$ cat src/rtl/nxu8_burst_bridge_if.sv
// Bundle of the uart_rx / uart_tx / nxu8_serdes facing signals of the burst bridge.
// Signal names are kept as seen from the bridge; "master" is the bridge side,
// "slave" is the environment (uart peers and serdes).
interface nxu8_burst_bridge_if #(
    parameter int DATA_BYTES = 2
);
    localparam int DW = 8 * DATA_BYTES;

    logic [7:0]    i_rx_data;
    logic          i_rx_rdy;
    logic          o_rx_ack;
    logic [7:0]    o_tx_data;
    logic          o_tx_start;
    logic          i_tx_busy;
    logic          o_nx_start;
    logic [6:0]    o_nx_addr;
    logic          o_nx_wr;
    logic [DW-1:0] o_nx_wdata;
    logic [DW-1:0] i_nx_rdata;
    logic          i_nx_busy;
    logic          o_active;

    modport master (
        input  i_rx_data, i_rx_rdy, i_tx_busy, i_nx_rdata, i_nx_busy,
        output o_rx_ack, o_tx_data, o_tx_start, o_nx_start, o_nx_addr,
               o_nx_wr, o_nx_wdata, o_active
    );

    modport slave (
        output i_rx_data, i_rx_rdy, i_tx_busy, i_nx_rdata, i_nx_busy,
        input  o_rx_ack, o_tx_data, o_tx_start, o_nx_start, o_nx_addr,
               o_nx_wr, o_nx_wdata, o_active
    );
endinterface

$ cat src/rtl/nxu8_burst_bridge.sv
// UART <-> nX-U8 serdes burst bridge.
// Decodes a 2-byte header {W,addr} {INC,LEN-1} and runs 1..128 register
// reads or writes of DATA_BYTES-wide words, MSB byte first on the wire.
// Optional inter-byte timeout: define BRIDGE_TIMEOUT_EN.
module nxu8_burst_bridge #(
    parameter int DATA_BYTES     = 2,
    parameter int TIMEOUT_CYCLES = 2500000
) (
    input logic                 i_clk,
    input logic                 i_rst,
    nxu8_burst_bridge_if.master bus
);
    localparam int         DW        = 8 * DATA_BYTES;
    localparam logic [2:0] LAST_BYTE = 3'(DATA_BYTES - 1);

    typedef enum logic [2:0] {
        S_CMD, S_LEN, S_WDATA, S_WISSUE, S_WWAIT, S_RISSUE, S_RWAIT, S_RSEND
    } state_t;

    state_t        r_state, w_state_nxt;
    logic          r_wr_cmd, w_wr_cmd_nxt;
    logic          r_inc, w_inc_nxt;
    logic [6:0]    r_addr, w_addr_nxt;
    logic [6:0]    r_count, w_count_nxt;
    logic [2:0]    r_byte_idx, w_byte_idx_nxt;
    logic [DW-1:0] r_wdata, w_wdata_nxt;
    logic [DW-1:0] r_tx_shift, w_tx_shift_nxt;
    logic [7:0]    r_tx_data, w_tx_data_nxt;
    logic          r_rx_ack, w_rx_ack_nxt, r_rx_guard;
    logic          r_tx_start, w_tx_start_nxt, r_tx_guard;
    logic          r_nx_start, w_nx_start_nxt, r_nx_guard;
    logic          r_nx_wr, w_nx_wr_nxt;
    logic          w_rx_ok, w_tx_free, w_nx_free;
    logic          w_to_expired;

    // Peer flags are ignored while our pulse is high and for one cycle after,
    // since the peer needs a cycle to reflect the pulse in its flag.
    assign w_rx_ok   = bus.i_rx_rdy && !r_rx_ack && !r_rx_guard;
    assign w_tx_free = !bus.i_tx_busy && !r_tx_start && !r_tx_guard;
    assign w_nx_free = !bus.i_nx_busy && !r_nx_start && !r_nx_guard;

`ifdef BRIDGE_TIMEOUT_EN
    logic [31:0] r_to_cnt;

    // Inter-byte timer: runs only while header or write payload bytes are awaited
    always_ff @(posedge i_clk or posedge i_rst) begin
        if (i_rst) begin
            r_to_cnt <= '0;
        end else if (w_rx_ack_nxt || !(r_state == S_LEN || r_state == S_WDATA)) begin
            r_to_cnt <= '0;
        end else begin
            r_to_cnt <= r_to_cnt + 32'd1;
        end
    end

    assign w_to_expired = (r_to_cnt >= 32'(TIMEOUT_CYCLES - 1));
`else
    // Timer compiled out: never expires
    assign w_to_expired = (TIMEOUT_CYCLES < 0);
`endif

    // Next-state and next-output decode; a received byte beats a coinciding timeout
    always_comb begin
        w_state_nxt    = r_state;
        w_wr_cmd_nxt   = r_wr_cmd;
        w_inc_nxt      = r_inc;
        w_addr_nxt     = r_addr;
        w_count_nxt    = r_count;
        w_byte_idx_nxt = r_byte_idx;
        w_wdata_nxt    = r_wdata;
        w_tx_shift_nxt = r_tx_shift;
        w_tx_data_nxt  = r_tx_data;
        w_nx_wr_nxt    = r_nx_wr;
        w_rx_ack_nxt   = 1'b0;
        w_tx_start_nxt = 1'b0;
        w_nx_start_nxt = 1'b0;
        unique case (r_state)
            S_CMD: begin
                if (w_rx_ok) begin
                    w_rx_ack_nxt = 1'b1;
                    w_wr_cmd_nxt = bus.i_rx_data[7];
                    w_addr_nxt   = bus.i_rx_data[6:0];
                    w_state_nxt  = S_LEN;
                end
            end
            S_LEN: begin
                if (w_rx_ok) begin
                    w_rx_ack_nxt   = 1'b1;
                    w_inc_nxt      = bus.i_rx_data[7];
                    w_count_nxt    = bus.i_rx_data[6:0];
                    w_byte_idx_nxt = '0;
                    w_state_nxt    = r_wr_cmd ? S_WDATA : S_RISSUE;
                end else if (w_to_expired) begin
                    w_state_nxt = S_CMD;
                end
            end
            S_WDATA: begin
                if (w_rx_ok) begin
                    w_rx_ack_nxt = 1'b1;
                    w_wdata_nxt  = (r_wdata << 8) | DW'(bus.i_rx_data);
                    if (r_byte_idx == LAST_BYTE) begin
                        w_byte_idx_nxt = '0;
                        w_state_nxt    = S_WISSUE;
                    end else begin
                        w_byte_idx_nxt = r_byte_idx + 3'd1;
                    end
                end else if (w_to_expired) begin
                    w_byte_idx_nxt = '0;
                    w_state_nxt    = S_CMD;
                end
            end
            S_WISSUE: begin
                if (w_nx_free) begin
                    w_nx_start_nxt = 1'b1;
                    w_nx_wr_nxt    = 1'b1;
                    w_state_nxt    = S_WWAIT;
                end
            end
            S_WWAIT: begin
                if (w_nx_free) begin
                    if (r_count == 7'd0) begin
                        w_state_nxt = S_CMD;
                    end else begin
                        w_count_nxt = r_count - 7'd1;
                        w_addr_nxt  = r_addr + {6'd0, r_inc};
                        w_state_nxt = S_WDATA;
                    end
                end
            end
            S_RISSUE: begin
                if (w_nx_free) begin
                    w_nx_start_nxt = 1'b1;
                    w_nx_wr_nxt    = 1'b0;
                    w_state_nxt    = S_RWAIT;
                end
            end
            S_RWAIT: begin
                if (w_nx_free) begin
                    w_tx_shift_nxt = bus.i_nx_rdata;
                    w_byte_idx_nxt = '0;
                    w_state_nxt    = S_RSEND;
                end
            end
            S_RSEND: begin
                if (w_tx_free) begin
                    w_tx_start_nxt = 1'b1;
                    w_tx_data_nxt  = r_tx_shift[DW-1 -: 8];
                    w_tx_shift_nxt = r_tx_shift << 8;
                    if (r_byte_idx == LAST_BYTE) begin
                        w_byte_idx_nxt = '0;
                        if (r_count == 7'd0) begin
                            w_state_nxt = S_CMD;
                        end else begin
                            w_count_nxt = r_count - 7'd1;
                            w_addr_nxt  = r_addr + {6'd0, r_inc};
                            w_state_nxt = S_RISSUE;
                        end
                    end else begin
                        w_byte_idx_nxt = r_byte_idx + 3'd1;
                    end
                end
            end
            default: w_state_nxt = S_CMD;
        endcase
    end

    // State, datapath and registered output pulses
    always_ff @(posedge i_clk or posedge i_rst) begin
        if (i_rst) begin
            r_state    <= S_CMD;
            r_wr_cmd   <= 1'b0;
            r_inc      <= 1'b0;
            r_addr     <= '0;
            r_count    <= '0;
            r_byte_idx <= '0;
            r_wdata    <= '0;
            r_tx_shift <= '0;
            r_tx_data  <= '0;
            r_nx_wr    <= 1'b0;
            r_rx_ack   <= 1'b0;
            r_tx_start <= 1'b0;
            r_nx_start <= 1'b0;
            r_rx_guard <= 1'b0;
            r_tx_guard <= 1'b0;
            r_nx_guard <= 1'b0;
        end else begin
            r_state    <= w_state_nxt;
            r_wr_cmd   <= w_wr_cmd_nxt;
            r_inc      <= w_inc_nxt;
            r_addr     <= w_addr_nxt;
            r_count    <= w_count_nxt;
            r_byte_idx <= w_byte_idx_nxt;
            r_wdata    <= w_wdata_nxt;
            r_tx_shift <= w_tx_shift_nxt;
            r_tx_data  <= w_tx_data_nxt;
            r_nx_wr    <= w_nx_wr_nxt;
            r_rx_ack   <= w_rx_ack_nxt;
            r_tx_start <= w_tx_start_nxt;
            r_nx_start <= w_nx_start_nxt;
            r_rx_guard <= r_rx_ack;
            r_tx_guard <= r_tx_start;
            r_nx_guard <= r_nx_start;
        end
    end

    assign bus.o_rx_ack   = r_rx_ack;
    assign bus.o_tx_data  = r_tx_data;
    assign bus.o_tx_start = r_tx_start;
    assign bus.o_nx_start = r_nx_start;
    assign bus.o_nx_addr  = r_addr;
    assign bus.o_nx_wr    = r_nx_wr;
    assign bus.o_nx_wdata = r_wdata;
    assign bus.o_active   = (r_state != S_CMD);
endmodule

$ cat src/flat_wrapper.sv
// flat-port wrapper written by rule: the top's interface ports become plain ports
module nxu8_burst_bridge_flat 
#(
    parameter int DATA_BYTES     = 2,
    parameter int TIMEOUT_CYCLES = 2500000
)
  (i_clk, i_rst, bus_i_rx_data, bus_i_rx_rdy, bus_i_tx_busy, bus_i_nx_rdata, bus_i_nx_busy, bus_o_rx_ack, bus_o_tx_data, bus_o_tx_start, bus_o_nx_start, bus_o_nx_addr, bus_o_nx_wr, bus_o_nx_wdata, bus_o_active);
  nxu8_burst_bridge_if #(.DATA_BYTES(DATA_BYTES)) bus_i ();
  input logic i_clk;
  input logic i_rst;
  input wire logic [$bits(bus_i.i_rx_data)-1:0] bus_i_rx_data;
  input wire logic [$bits(bus_i.i_rx_rdy)-1:0] bus_i_rx_rdy;
  input wire logic [$bits(bus_i.i_tx_busy)-1:0] bus_i_tx_busy;
  input wire logic [$bits(bus_i.i_nx_rdata)-1:0] bus_i_nx_rdata;
  input wire logic [$bits(bus_i.i_nx_busy)-1:0] bus_i_nx_busy;
  output wire logic [$bits(bus_i.o_rx_ack)-1:0] bus_o_rx_ack;
  output wire logic [$bits(bus_i.o_tx_data)-1:0] bus_o_tx_data;
  output wire logic [$bits(bus_i.o_tx_start)-1:0] bus_o_tx_start;
  output wire logic [$bits(bus_i.o_nx_start)-1:0] bus_o_nx_start;
  output wire logic [$bits(bus_i.o_nx_addr)-1:0] bus_o_nx_addr;
  output wire logic [$bits(bus_i.o_nx_wr)-1:0] bus_o_nx_wr;
  output wire logic [$bits(bus_i.o_nx_wdata)-1:0] bus_o_nx_wdata;
  output wire logic [$bits(bus_i.o_active)-1:0] bus_o_active;
  assign bus_i.i_rx_data = bus_i_rx_data;
  assign bus_i.i_rx_rdy = bus_i_rx_rdy;
  assign bus_i.i_tx_busy = bus_i_tx_busy;
  assign bus_i.i_nx_rdata = bus_i_nx_rdata;
  assign bus_i.i_nx_busy = bus_i_nx_busy;
  assign bus_o_rx_ack = bus_i.o_rx_ack;
  assign bus_o_tx_data = bus_i.o_tx_data;
  assign bus_o_tx_start = bus_i.o_tx_start;
  assign bus_o_nx_start = bus_i.o_nx_start;
  assign bus_o_nx_addr = bus_i.o_nx_addr;
  assign bus_o_nx_wr = bus_i.o_nx_wr;
  assign bus_o_nx_wdata = bus_i.o_nx_wdata;
  assign bus_o_active = bus_i.o_active;
  nxu8_burst_bridge #(.DATA_BYTES(DATA_BYTES), .TIMEOUT_CYCLES(TIMEOUT_CYCLES)) u_core (.i_clk(i_clk), .i_rst(i_rst), .bus(bus_i));
endmodule
$ cat config.mk
export PLATFORM = sky130hd
export DESIGN_NAME = nxu8_burst_bridge_flat
export DESIGN_NICKNAME = d
export VERILOG_FILES = /design/src/rtl/nxu8_burst_bridge_if.sv /design/src/rtl/nxu8_burst_bridge.sv /design/src/flat_wrapper.sv
export SDC_FILE = /design/constraint.sdc
export NUM_CORES = 1
export LEC_CHECK = 0
export BUFFER_PORTS_ARGS = -buffer_cell sky130_fd_sc_hd__buf_4
export CORE_UTILIZATION = 53
export DETAILED_ROUTE_END_ITERATION = 12
export PLACE_DENSITY = 0.84
export SLEW_MARGIN = 30
export SYNTH_ARGS = -nofsm -noshare
export SYNTH_HDL_FRONTEND = slang
export SYNTH_SLANG_ARGS = --single-unit
$ cat constraint.sdc
create_clock -name i_clk -period 4.7 [get_ports i_clk]
set_input_delay 0.235 -clock i_clk [delete_from_list [all_inputs] [get_ports i_clk]]
set_output_delay 0.235 -clock i_clk [all_outputs]
set_load 0.01 [all_outputs]
# Yosys cells after proc, flatten, opt, wreduce, memory -nomap -nowiden
# Cells that the tools add are included.
# totals
register_bits	69
in_bits	29
word_cells	115
output_inout_bits	36
# op_classes
eq_ne	18
mux	43
addsub	3
bitwise	1
reduce_logical	34
# op_table
operator	n
two-way mux 7 bit	9
two-way mux 3 bit	17
one-hot mux 7 bit (3 select lines)	2
two-way mux 16 bit	2
one-hot mux 16 bit (2 select lines)	1
one-hot mux 3 bit (8 select lines)	1
!= test 2 x 1 -> 1 bit, second input constant	10
OR 16 x 8 -> 16 bit	1
AND reduction 5 bit	3
equality test 3 bit, second input constant	4
one-hot mux 3 bit (4 select lines)	1
AND reduction 10 bit	1
nonzero test 3 bit	3
zero test 1 bit	8
two-way mux 1 bit	8
AND reduction 2 bit	4
adder 7 x 1 -> 7 bit	1
zero test 7 bit	1
subtractor 7 x 1 -> 7 bit, second input constant	1
equality test 3 x 1 -> 1 bit, second input constant	2
equality test 3 x 2 -> 1 bit, second input constant	2
logical AND 1 bit	6
AND reduction 3 bit	2
nonzero test 2 bit	2
other kinds (7)	7

# Depth between registers and ports, before layout
# logic_depth
ltp_word	5
depth_mapped	9
depth_no_buf	7

# Worst setup path after synthesis
# No wires, ideal clock.
# synth_timing
path_kind	reg2reg
start	register u_core.r_count[0]
end	register u_core.r_count[1]
synth_period_minus_slack_ns	2.349
slack_ns	2.351
required_time_ns	4.575
setup_ns	0.125
stages_incl_launch_ff	10
n_path_buf	2
t_arrival_ns	2.224
path_cell_list	dfrtp_1 > inv_1 > ha_1 > or4b_1 > or3_1 > buf_6 > a21boi_4 > or2_1 > buf_6 > mux2_4
# synth_between
elab_chain_cells	5
word_cells_on_any_way	7
cone_classes	add/sub (1); mux (5); reduce/logical (1)
# synth_rtl
element	line_no	rtl
from (decl)	nxu8_burst_bridge.sv:24	logic [6:0] r_count, w_count_nxt;
from (signal assigned)	nxu8_burst_bridge.sv:191	r_count <= w_count_nxt;
subtractor 7 x 1 -> 7 bit / zero test 7 bit (equally long branches)	n/a	
two-way mux 7 bit *	nxu8_burst_bridge.sv:121, nxu8_burst_bridge.sv:151	
two-way mux 7 bit	nxu8_burst_bridge.sv:149	if (r_byte_idx == LAST_BYTE) begin
two-way mux 7 bit	nxu8_burst_bridge.sv:145	if (w_tx_free) begin
one-hot mux 7 bit (3 select lines) *	nxu8_burst_bridge.sv:77	unique case (r_state)
# Mark *: on every way between the ends. The rest lies on a longest branch, timed or not. The select of a mux whose other input is x is not followed.
# A chain may end at the register's enable or synchronous reset.

# Final worst setup path
# layout_timing
start	register u_core.r_state[1]
end	register u_core.r_count[1]
# layout_between
elab_chain_cells	3
word_cells_on_any_way	10
cone_classes	eq/ne (7); mux (1); reduce/logical (2)
# layout_rtl
element	line_no	rtl
from (decl)	nxu8_burst_bridge.sv:20	state_t r_state, w_state_nxt;
from (signal assigned)	nxu8_burst_bridge.sv:187	r_state <= w_state_nxt;
equality test 3 bit / equality test 3 x 1 -> 1 bit (equally long branches)	nxu8_burst_bridge.sv:77	
!= test 2 x 1 -> 1 bit (no line) / nonzero test 3 bit (equally long branches)	n/a	
AND reduction 5 bit (no line)	n/a	
# Several ways; a longest one is shown, not always the timed one.

==> run_results.csv <==
group,metric,value,unit
synthesis,ys_async_sr_fraction,1.000,
sta,fmaxAchievable,331.4,MHz
placement,dp_hpwl,4959,um
finish,drive_above_1_share,0.3202,
finish,synthToLayoutAreaGrowth,22.62,%
synthesis,synth_edf_count,0,
placement,gp_congestion,0.8786,
synthesis,yosys-top-cells-count,"69 x dfrtp_1, 40 x nand2_1, 29 x o21ai_0",
critical_path,path_delay_family,"simple AND/OR/NAND/NOR gates",
critical_path,critPathMaxFanout,21,
critical_path,crit_path_start_kind,"flip-flop",
cts,cts_resized,0,
critical_path,regToRegStartpoint,"u_core.r_state[1]",
cts,cts_tree,"done",
drt,drt_wl_total,7367,um
synthesis,ys_seq_area_frac,0.5204,
critical_path,slowest_delay,0.76,ns
synthesis,syn_inst,315,
floorplanning,fp-row-count,28,
drt,antenna_left,0,
synthesis,syn-num-nets,347,
drt,wl_per_cell,16.16,um
critical_path,path_cells,"nand3_1 > a21o_1 > nand2_1 > or2_1 > mux2_4",
sta,skew,0.006230,ns
sta,tightest_slew,0.8629,ns
critical_path,r2r-end,"u_core.r_count[1]",
synthesis,yosysMostFrequentCell,"dfrtp_1",
global_routing,grt_use_total,0.2395,
critical_path,worstPathArrival,3.26,ns
global_routing,antenna_found_initial,0,
synthesis,synth_top_area_cell,"dfrtp_1",
cts,postCtsSetupRepairBufs,0,
cts,clockBufferDepth,2,
sta,tns,0,ns
sta,period_share,0.6420,
drt,via_count,2634,
finish,final_nets,408,
synthesis,netlist_top_cells_area,"dfrtp_1 52%, mux2_2 8.8%, nand2_1 4.5%, o21ai_0 4.4%, mux2i_1 2.7%",
finish,layout.cells.non_filler,456,
floorplanning,core,0.005991,sq mm
synthesis,synth_ff_type,"dfrtp_1",
sta,timing.final.hold_violations,3,
cts,cts_root_buf,"clkbuf_8",
sta,timing.hold.ws,-0.004314,ns
synthesis,ys_types,51,
status,violations,"negative hold slack",
critical_path,rrSetupSlack,1.68,ns
pwr,irDropWorstVdd,0.3827,mV
status,status,"finished, violations left",
sta,rsz0062_at_grt,"no",
sta,min_period,3.017,ns
cts,cts.sinks,69,
min_path,hold_class,"input port to async pin",
sta,maxSlewViolCount,0,
synthesis,yosysWarnings,0,
synthesis,synth-seq-cells,69,
critical_path,worstSetupPathType,"flip-flop to flip-flop",
placement,io_buffers,64,
global_routing,grt_pass1_wl,11860,um
cts,postCtsHoldBufs,0,
critical_path,worstRegToRegCells,5,
sta,relSlewSlack,0.4231,
sta,setup_viol,0,
cts,clk_latency,0.35,ns
cts,numCtsBuffers,9,
pwr,totalPowerFinal,2763,uW
floorplanning,fp.dieW,81.13,um
critical_path,cp-end-kind,"flip-flop",
drt,vias_per_cell,5.776,
finish,n_antenna_cell,0,
drt,dr.pass1.iters,5,
global_routing,overflow,0,
placement,dp_cells,439,
floorplanning,dieArea,0.006581,sq mm
global_routing,grt_pass1_vias,2516,
drt,drc,0,
synthesis,syn-mean-instance-area,10.53,sq um
finish,postLayoutCoreUtil,0.6792,
critical_path,path_buf_inv,0,
run,maxCapViolations,0,
cts,cts.clk_slew.worst_paths,0.08,ns
floorplanning,die_h,81.13,um
floorplanning,io_pins,65,
synthesis,synth_top_area_share,0.5204,
critical_path,cp_slowest_cell,"nand3_1",
floorplanning,start_util,0.5539,
synthesis,syn_area,0.003318,sq mm
global_routing,grt_start_max_net_pins,70,
critical_path,cp.required,4.94,ns
drt,drtIter0Drc,290,
cts,htree_levels,3,
pwr,power_density,679.0,mW/mm^2
pwr,p_leak,0.001978,uW
[per-layer routing]
metal / global-route usage / vias up / wire length [um]
met4: 0.09286 / 0 / 123
li1: - / 1256 / -
met2: 0.3672 / 107 / 3579
met3: 0.06404 / 16 / 486
met5: 0 / - / 0
met1: 0.3240 / 1255 / 3178
[worst max-delay path by stage]
| stage | start | to | cells after the start |
|---|---|---|---|
| finish | u_core.r_state[1] | u_core.r_count[1] | 5 |
| global route | u_core.r_state[1] | u_core.r_count[1] | 5 |
| CTS | u_core.r_state[1] | u_core.r_count[1] | 5 |
| detailed placement | u_core.r_state[1] | u_core.r_count[1] | 5 |
| global placement | u_core.r_state[1] | u_core.r_count[1] | 5 |
| floorplan | u_core.r_count[0] | u_core.r_count[1] | 9 |
[flip-flops by register name, summed over array words and instances, names as in the netlist]
register	cells
u_core.bus.o_nx_wr	1
u_core.bus.o_nx_addr	7
u_core.r_rx_guard	1
u_core.r_count	7
u_core.r_byte_idx	3
u_core.r_tx_shift	16
u_core.r_state	3
u_core.r_wr_cmd	1
u_core.r_nx_guard	1
u_core.bus.o_nx_wdata	16
u_core.r_inc	1
u_core.bus.o_tx_data	8
u_core.bus.o_nx_start	1
u_core.bus.o_tx_start	1
u_core.bus.o_rx_ack	1
u_core.r_tx_guard	1
[power breakdown]
group / switching, uW / internal (uW)
Sequential: 244 / 853
Combinational: 546 / 577
Clock: 243 / 301
Total: 1030 / 1730
[worst reg2reg max path, cell delays in order, from the launching register on]
cell and delay, ns:
dfrtp_1 0.72, nand3_1 0.77, a21o_1 0.40, nand2_1 0.38
or2_1 0.33, mux2_4 0.33
[final cells by class]
class                           instances  area, sq um
Tap cell                               75        93.84
Clock buffer                            9        123.9
Fill cell                             465         1922
Clock inverter                          7        98.84
Inverter                                5        18.77
Timing Repair Buffer                   68        523.0
Sequential cell                        69         1727
Multi-Input combinational cell        223         1484
[through the flow]
step	cell area (sq um)	setup WS (ns)
after detailed placement	3826	1.732
after global routing	4069	1.468
after CTS	4049	1.700
after floorplan	3318	2.351
final	4069	1.683
after global placement	3826	1.830
[cells in the final DEF (no fill, tap or decap), types with 6 or more instances in the layout]
| cell type | n |
|---|---|
| mux2_2 | 26 |
| nand3_1 | 7 |
| nor3_1 | 14 |
| o21ai_0 | 29 |
| dfrtp_1 | 69 |
| nand2_1 | 40 |
| clkbuf_8 | 9 |
| nor2_1 | 24 |
| mux2i_1 | 9 |
| buf_4 | 67 |
| a31oi_1 | 6 |
[cell families after synthesis]
kind of cell	count (synthesis)	share of synthesized area
AOI/OAI and AO/OA	70	0.1437
DFF	69	0.5204
muxes	38	0.1290
adders and majority gates	3	0.01131
buffers and inverters	23	0.03243
and+or+nand+nor	111	0.1606
xor gates and xnor gates	1	0.002640
Power figures use the tool's default switching activity.
